[src/rtl/ser_word_loader_pkg.sv]
// Shared definitions for the serial word loader: FSM state encodings and default sizing.
package ser_word_loader_pkg;

  typedef enum logic [1:0] {
    ST_IDLE  = 2'd0,
    ST_SHIFT = 2'd1,
    ST_FULL  = 2'd2,
    ST_LOAD  = 2'd3
  } state_t;

  localparam int N_DEFAULT  = 4;
  localparam int CW_DEFAULT = 3;

endpackage

[src/rtl/ser_bit_counter.sv]
// Bit counter for the serial loader: async clear, sync clear, increment, done at count == n.
module ser_bit_counter
  import ser_word_loader_pkg::*;
#(
  parameter int n  = N_DEFAULT,
  parameter int CW = CW_DEFAULT
) (
  input  logic          clk,
  input  logic          clr,
  input  logic          sclr,
  input  logic          inc,
  output logic [CW-1:0] count,
  output logic          done
);

  logic [CW-1:0] count_q;
  logic [CW-1:0] count_d;

  always_comb begin
    count_d = count_q;
    if (sclr) begin
      count_d = '0;
    end else if (inc) begin
      count_d = count_q + CW'(1);
    end
  end

  always_ff @(posedge clk or posedge clr) begin
    if (clr) begin
      count_q <= '0;
    end else begin
      count_q <= count_d;
    end
  end

  assign count = count_q;
  assign done  = (count_q == CW'(n));

endmodule

[src/rtl/ser_word_loader.sv]
// Serial-to-parallel loader: assembles an LSB-first bit stream into an n-bit word and
// hands it to the downstream register with a one-cycle load strobe.
module ser_word_loader
  import ser_word_loader_pkg::*;
#(
  parameter int n  = N_DEFAULT,
  parameter int CW = CW_DEFAULT
) (
  input  logic         clk,
  input  logic         clr,
  input  logic         serIn,
  input  logic         serValid,
  output logic         serReady,
  input  logic         ldEn,
  input  logic         flush,
  output logic [n-1:0] wordOut,
  output logic         ldSt,
  output logic         busy
);

  state_t        state_q;
  state_t        state_d;
  logic [n-1:0]  sr_q;
  logic [n-1:0]  sr_d;
  logic [CW-1:0] count;
  logic          done;
  logic          xfer;
  logic          last_bit;

  // New bit enters at the top so the first accepted bit drifts down to bit 0.
  function automatic logic [n-1:0] shift_in(input logic [n-1:0] sr, input logic b);
    logic [n-1:0] r;
    for (int i = 0; i < n - 1; i++) begin
      r[i] = sr[i+1];
    end
    r[n-1] = b;
    return r;
  endfunction

  assign xfer     = serValid && serReady;
  assign last_bit = (count == CW'(n - 1));

  ser_bit_counter #(
    .n  (n),
    .CW (CW)
  ) u_cnt (
    .clk   (clk),
    .clr   (clr),
    .sclr  (flush || (state_q == ST_LOAD)),
    .inc   (xfer),
    .count (count),
    .done  (done)
  );

  always_ff @(posedge clk or posedge clr) begin
    if (clr) begin
      state_q <= ST_IDLE;
      sr_q    <= '0;
    end else begin
      state_q <= state_d;
      sr_q    <= sr_d;
    end
  end

  // IDLE and SHIFT behave alike: count is 0 in IDLE, so n == 1 goes straight to FULL.
  always_comb begin
    state_d = state_q;
    if (flush) begin
      state_d = ST_IDLE;
    end else begin
      case (state_q)
        ST_IDLE, ST_SHIFT: if (xfer) state_d = last_bit ? ST_FULL : ST_SHIFT;
        ST_FULL:           if (ldEn && done) state_d = ST_LOAD;
        ST_LOAD:           state_d = ST_IDLE;
        default:           state_d = ST_IDLE;
      endcase
    end
  end

  always_comb begin
    sr_d = sr_q;
    if (flush) begin
      sr_d = '0;
    end else if (xfer) begin
      sr_d = shift_in(sr_q, serIn);
    end
  end

  always_comb begin
    serReady = (state_q == ST_IDLE) || (state_q == ST_SHIFT);
    ldSt     = (state_q == ST_LOAD);
    busy     = (state_q != ST_IDLE);
  end

  assign wordOut = sr_q;

endmodule

[config.mk]
export PLATFORM = sky130hd
export DESIGN_NAME = ser_word_loader
export DESIGN_NICKNAME = d
export VERILOG_FILES = /design/src/rtl/ser_word_loader_pkg.sv /design/src/rtl/ser_bit_counter.sv /design/src/rtl/ser_word_loader.sv
export SDC_FILE = /design/constraint.sdc
export NUM_CORES = 1
export LEC_CHECK = 0
export ABC_CLOCK_PERIOD_IN_PS = 1400
export CELL_PAD_IN_SITES_DETAIL_PLACEMENT = 1
export CELL_PAD_IN_SITES_GLOBAL_PLACEMENT = 1
export CORE_UTILIZATION = 32
export CTS_BUF_LIST = sky130_fd_sc_hd__clkbuf_2 sky130_fd_sc_hd__clkbuf_4 sky130_fd_sc_hd__clkbuf_8
export DETAILED_ROUTE_END_ITERATION = 10
export GPL_TIMING_DRIVEN = 0
export PLACE_DENSITY = 0.82
export SLEW_MARGIN = 20
export SYNTH_ARGS = -nofsm -noshare
export SYNTH_HDL_FRONTEND = slang
export SYNTH_SLANG_ARGS = --single-unit
[constraint.sdc]
create_clock -name clk -period 1.4 [get_ports clk]
set_clock_uncertainty 0.2 [all_clocks]
set_input_delay 0.14 -clock clk [delete_from_list [all_inputs] [get_ports clk]]
set_output_delay 0.14 -clock clk [all_outputs]
set_load 0.01 [all_outputs]
; After elaboration in Yosys (flattened, before gate mapping)
; Index checks and enable logic that the tools add are counted.
[word_totals]
register_bits = 9
latchBits = 0
ram_bits = 0
mem_bits_ro = 0
input_bits = 6
output_inout_bits = 7
elab_cells = 30
memories = 0
[classes]
add_sub_neg = 1
n_mul = 0
div_mod_pow = 0
n_lt_le_gt_ge = 0
eq_ne = 7
shift = 0
n_mux = 9
n_bitwise = 0
n_reduce_logical = 10
[ops]
columns = cell, n
row1 = 2-to-1 mux 2 bit, 4
row2 = 2-to-1 mux 4 bit, 2
row3 = 2-to-1 mux 3 bit, 2
row4 = case mux 2 bit (3 select lines), 1
row5 = nonzero test 2 bit, 3
row6 = == test 2 bit (second input constant), 2
row7 = adder 3 x 1 -> 3 bit (second input constant), 1
row8 = == test 3 x 2 -> 1 bit (second input constant), 1
row9 = == test 3 bit (second input constant), 1
row10 = inequality test 3 x 2 -> 1 bit (second input constant), 1
row11 = inequality test 3 bit (second input constant), 1
row12 = == test 2 x 1 -> 1 bit (second input constant), 1
row13 = logical AND 1 bit, 2
row14 = logical NOT 2 bit, 1
row15 = logical OR 1 bit, 2
row16 = AND reduction 2 bit, 1
row17 = OR reduction 2 bit, 1

; Logic depth before layout (Yosys ltp)
; Gate-level depths: netlist (run 1).
[logic_depth]
ltp_word = 6
depth_mapped = 5
depth_no_buf = 5

; Cells and area by module
; A second synthesis (run 1) with hierarchy kept.
[hier_totals]
cells_unflattened = 48
area_unflattened_um2 = 461.7
[modules_own_cells]
columns = module, n_inst, cells_per_inst, area_per_inst_um2, seq_area_each_um2
row1 = ser_word_loader, 1, 32, 295.3, 150.1
row2 = ser_bit_counter, 1, 16, 166.4, 75.1

; Least setup slack after synthesis (run 1)
; No wires, ideal clock.
[synth_path]
path_kind = register -> register
from = register u_cnt.count_q[0] (netlist: u_cnt.count[0])
to = register state_q[0]
t_arrival_ps = 1127
required_ps = 1108
path_slack_ps = -19
stages_incl_launch_ff = 6
path_buffers = 0
period_less_slack_ps = 1419
cell_sequence = dfrtp_1 -> ha_1 -> ha_1 -> a211oi_1 -> o21ai_0 -> o31ai_2
[synth_via]
elab_chain_cells = 5
[synth_lines]
columns = item, line_no
row1 = start: declaration, ser_bit_counter.sv:16  ; logic [CW-1:0] count_q;
row2 = start signal: assignment, ser_bit_counter.sv:32  ; count_q <= count_d;
row3 = == test 3 x 2 -> 1 bit, ser_word_loader.sv:41  ; assign last_bit = (count == CW'(n - 1));
row4 = 2-to-1 mux 2 bit (2 in a row), ser_word_loader.sv:72  ; ST_IDLE, ST_SHIFT: if (xfer) state_d = last_bit ? ST_FULL : ST_SHIFT;
row5 = case mux 2 bit (3 select lines), ser_word_loader.sv:71  ; case (state_q)
row6 = 2-to-1 mux 2 bit, ser_word_loader.sv:68  ; if (flush) begin
row7 = end signal: assignment, ser_word_loader.sv:60  ; state_q <= state_d;
row8 = end: declaration, ser_word_loader.sv:21  ; state_t state_q;
; Several ways; a longest one is shown, not always the timed one. The select of a mux whose other input is x is not followed.
; A chain may end at the register's enable or synchronous reset.

; Worst setup path after layout (run 1)
; Ends and elaborated chain as after synthesis.

==> results of run 1 <==
[final timing paths]
path	slack (ns)	cells past startpoint	from	end
max	-0.07	5	u_cnt.count[0]	state_q[0]
min	0.08	3	serValid	state_q[1]
max reg2reg	-0.07	5	u_cnt.count[0]	state_q[0]
min reg2reg	0.34	2	wordOut[0]	wordOut[0]
max in group asynchronous	0.24	3	clr	state_q[1]
min in group asynchronous	0.49	3	clr	u_cnt.count[0]
[synth_stat cells]
cell type                  instances
sky130_fd_sc_hd__dfrtp_1           9
sky130_fd_sc_hd__inv_1             5
sky130_fd_sc_hd__nor2_1            5
sky130_fd_sc_hd__mux2i_1           4
sky130_fd_sc_hd__ha_1              3
sky130_fd_sc_hd__a21oi_1           2
sky130_fd_sc_hd__nand2_1           2
sky130_fd_sc_hd__a211oi_1          1
sky130_fd_sc_hd__a211oi_2          1
sky130_fd_sc_hd__and2_2            1
sky130_fd_sc_hd__buf_4             1
sky130_fd_sc_hd__clkbuf_1          1
sky130_fd_sc_hd__nand2b_1          1
sky130_fd_sc_hd__nand3_1           1
sky130_fd_sc_hd__nand3b_1          1
sky130_fd_sc_hd__nor2b_1           1
sky130_fd_sc_hd__o211ai_1          1
sky130_fd_sc_hd__o21a_1            1
sky130_fd_sc_hd__o21ai_0           1
sky130_fd_sc_hd__o31ai_1           1
sky130_fd_sc_hd__o31ai_2           1
sky130_fd_sc_hd__or2_1             1
sky130_fd_sc_hd__or2_2             1
[cell type report]
type                       count  area, um^2  share of cell area (%)
tap                           15       18.77                   2.534
inverter                       5       18.77                   2.534
clock buffer                   4       30.03                   4.054
timing repair buffer          20       185.2                   25.00
buffer                         2       11.26                   1.520
sequential                     9       226.5                   30.57
multi-input combinational     30       250.2                   33.78
[sequential cells by signal, summed over array words and instances (netlist names)]
signal,flops
u_cnt.count,3
wordOut,4
state_q,2
[power breakdown]
part	switching (W)	total, W	internal (W)
logic	0.0000535	0.000119	0.0000657
registers	0.0000100	0.000283	0.000273
clock network	0.000102	0.000232	0.000130
total	0.000166	0.000634	0.000468
[metrics by stage]
step	power, W	hold WS [ns]
finish	0.0006341	0.08310
global route	0.0006587	0.1341
CTS	0.0006271	0.2674
detailed placement	0.0003828	0.2358
global placement	0.0003799	0.2223
floorplan	0.0003401	-0.2321
[worst min-delay path, cell delays in order]
cell and delay [ns]:
sky130_fd_sc_hd__dlymetal6s2s_1 0.20, sky130_fd_sc_hd__nand3_1 0.11, sky130_fd_sc_hd__a21oi_1 0.06
[metal layers]
metal  global-route usage [%]  vias up  share of wire [%]
li1                         -      201                  -
met4                    15.00        0                3.2
met5                        0        -                  0
met3                    5.000        5                3.2
met1                    20.62      198                 44
met2                    25.00       10                 49
[cell families after synthesis]
family / after synthesis / share of synthesized area, %
compound gates: 9 / 14.78
fa+ha+maj: 3 / 7.916
buf+inv: 7 / 6.333
flops: 9 / 47.49
mux: 4 / 8.444
simple gates: 14 / 15.04
[timing repair]
action	4_1_cts	5_1_grt
resized for setup	24	6
hold endpoints to repair	9	0
hold buffers	1	0
cloned	0	0
endpoints found under the setup margin	9	11
setup buffers	3	4
pin swaps	5	3
==> impl_results.md, run 1 <==
* Share of the core filled with cells in the final layout at 55.53%
* LEAKAGE at 0.3688 nW
* Launching element type of the critical path: flip-flop
* Number of standard cells in the final layout excluding fillers at 85
* Max-capacitance violation count at 0
* Pin count of the biggest net entering global routing at 11
* Mapped Area at 474.2 um^2
* Count of final max-slew check failures at 0
* Count of cell types in the netlist at 23
* Number of search-and-repair iterations in the first detailed-routing pass at 2
* Largest cells by area after synthesis: sky130_fd_sc_hd__dfrtp_1 (47%), sky130_fd_sc_hd__mux2i_1 (8.4%), sky130_fd_sc_hd__ha_1 (7.9%), sky130_fd_sc_hd__inv_1 (4.0%), sky130_fd_sc_hd__nor2_1 (4.0%)
* Maximum fanout along the worst path at 3
* Mean number of vias per cell at 4.871
* ANT cells at 0
* Nets@finish at 80
* Most frequent standard cell in the layout excluding fill and tap cells: sky130_fd_sc_hd__dfrtp_1
* CTS max path bufs at 2
* Chip Height at 40.50 um
* Warnings, synthesis at 0
* Most used cells in the layout excluding fill and tap cells: sky130_fd_sc_hd__dfrtp_1 (8), sky130_fd_sc_hd__buf_4 (6), sky130_fd_sc_hd__nor2_1 (5)
* Critical path cell sequence: ha_2 > ha_4 > a211oi_2 > o21ai_1 > o31ai_2
* Effective utilization at floorplan at 35.55%
* RSZ-0062 raised after global routing: true
* Violations in the final reports: negative setup slack
* Fin crit period at 1.471 ns
* Clk root buf: sky130_fd_sc_hd__clkbuf_4
* Number of failing hold endpoints at the final stage at 0
* Largest area contributor in the synthesized netlist: sky130_fd_sc_hd__dfrtp_1
* Outcome: finished with violations
* Post-CTS clock slew at the launch and capture registers of the worst setup and hold paths at 0.07 ns
* Global-route wire length before repair at 1.725 mm
* Fmax achieved at 680.0 MHz
* Data arrival at the endpoint of the critical path at 1.45 ns
* Buffers and inverters on the worst path at 0
* Average cell area after synthesis at 10.31 um^2
* Worst voltage drop across the vdd grid at 352.6 uV
* Cell with the largest stage delay on the worst path: sky130_fd_sc_hd__dfrtp_1
* Synthesized netlist net count at 55
* Post-layout instance area at 740.7 um^2
* Number of I/O pins at 13
* Port Buffer Count at 12
* Sequential element share of the synthesized area at 47.49%
* Placed insts at 73
* Ratio of final minimum period to clock period at 105.0%
* Total Negative Setup Slacks at -0.1622 ns
* Number of remaining DRC errors at 0
* Portion of synthesized cell area occupied by the leading cell type at 47.49%
* Required @ worst endpoint at 1.38 ns
* Power density cells at 856.0 nW/um^2
* DRT iter0 DRCs at 1
* Later-pin clock latency in the skew report at 0.27 ns
* Core footprint at 1334 um^2
* Worst setup path class: flip-flop to flip-flop
* Actual slew at the worst max-slew pin at 0.4789 ns
* Setup violations, final at 4
* Placement Cell Area at 613.1 um^2
* Detailed Route WL at 1.180 mm
* Detailed-route wire length per cell at 13.88 um
* TritonCTS clock tree: built
* Top delay family on crit path: flip-flops
* Signed area change from the synthesized netlist to the final layout at 56.20%
* Number of sinks driven by the clock tree at 9
* Worst setup margin at -0.07058 ns
* Final antenna-violating net count at 0
* Antenna violations before repair at 0
* Flip-flop and latch count after synthesis at 9
* Max_slew headroom at 68.08%
* Horizontal die dimension at 40.50 um
* Vias in the first global route at 393
* Floorplan die area at 1640 um^2
* Number of standard-cell rows in the floorplan at 13
* Overall via count from detail_route at 414
* All-Layer GR Usage at 17.30%
* Kind of capture point of the worst setup path: flip-flop
* Number of H-tree levels at 1
* Clock buffers created by TritonCTS at 3
* Final global-route overflow total at 0
* Delay contributed by the slowest stage of the critical path at 0.41 ns
* RePlAce Congestion at 0.6532
* Worst-case setup slack after placement at -0.2827 ns
* Synthesized instance count at 46
* Filler Cell Count at 148
* Final HPWL DP at 762.3 um
* Worst hold path class: primary input to flip-flop
* Fraction of final layout cells sized beyond drive strength 1 at 35.71%
Power figures use the tool's default switching activity.
==> run 2: changes to the inputs <==
--- a/config.mk
+++ b/config.mk
@@ -5,9 +5,9 @@
 export SDC_FILE = /design/constraint.sdc
 export NUM_CORES = 1
 export LEC_CHECK = 0
-export ABC_CLOCK_PERIOD_IN_PS = 1400
 export CELL_PAD_IN_SITES_DETAIL_PLACEMENT = 1
 export CELL_PAD_IN_SITES_GLOBAL_PLACEMENT = 1
+export CORE_MARGIN = 1
 export CORE_UTILIZATION = 32
 export CTS_BUF_LIST = sky130_fd_sc_hd__clkbuf_2 sky130_fd_sc_hd__clkbuf_4 sky130_fd_sc_hd__clkbuf_8
 export DETAILED_ROUTE_END_ITERATION = 10
==> results of run 2 <==
No change in the layout: final DEF, timing and power equal those of run 1.
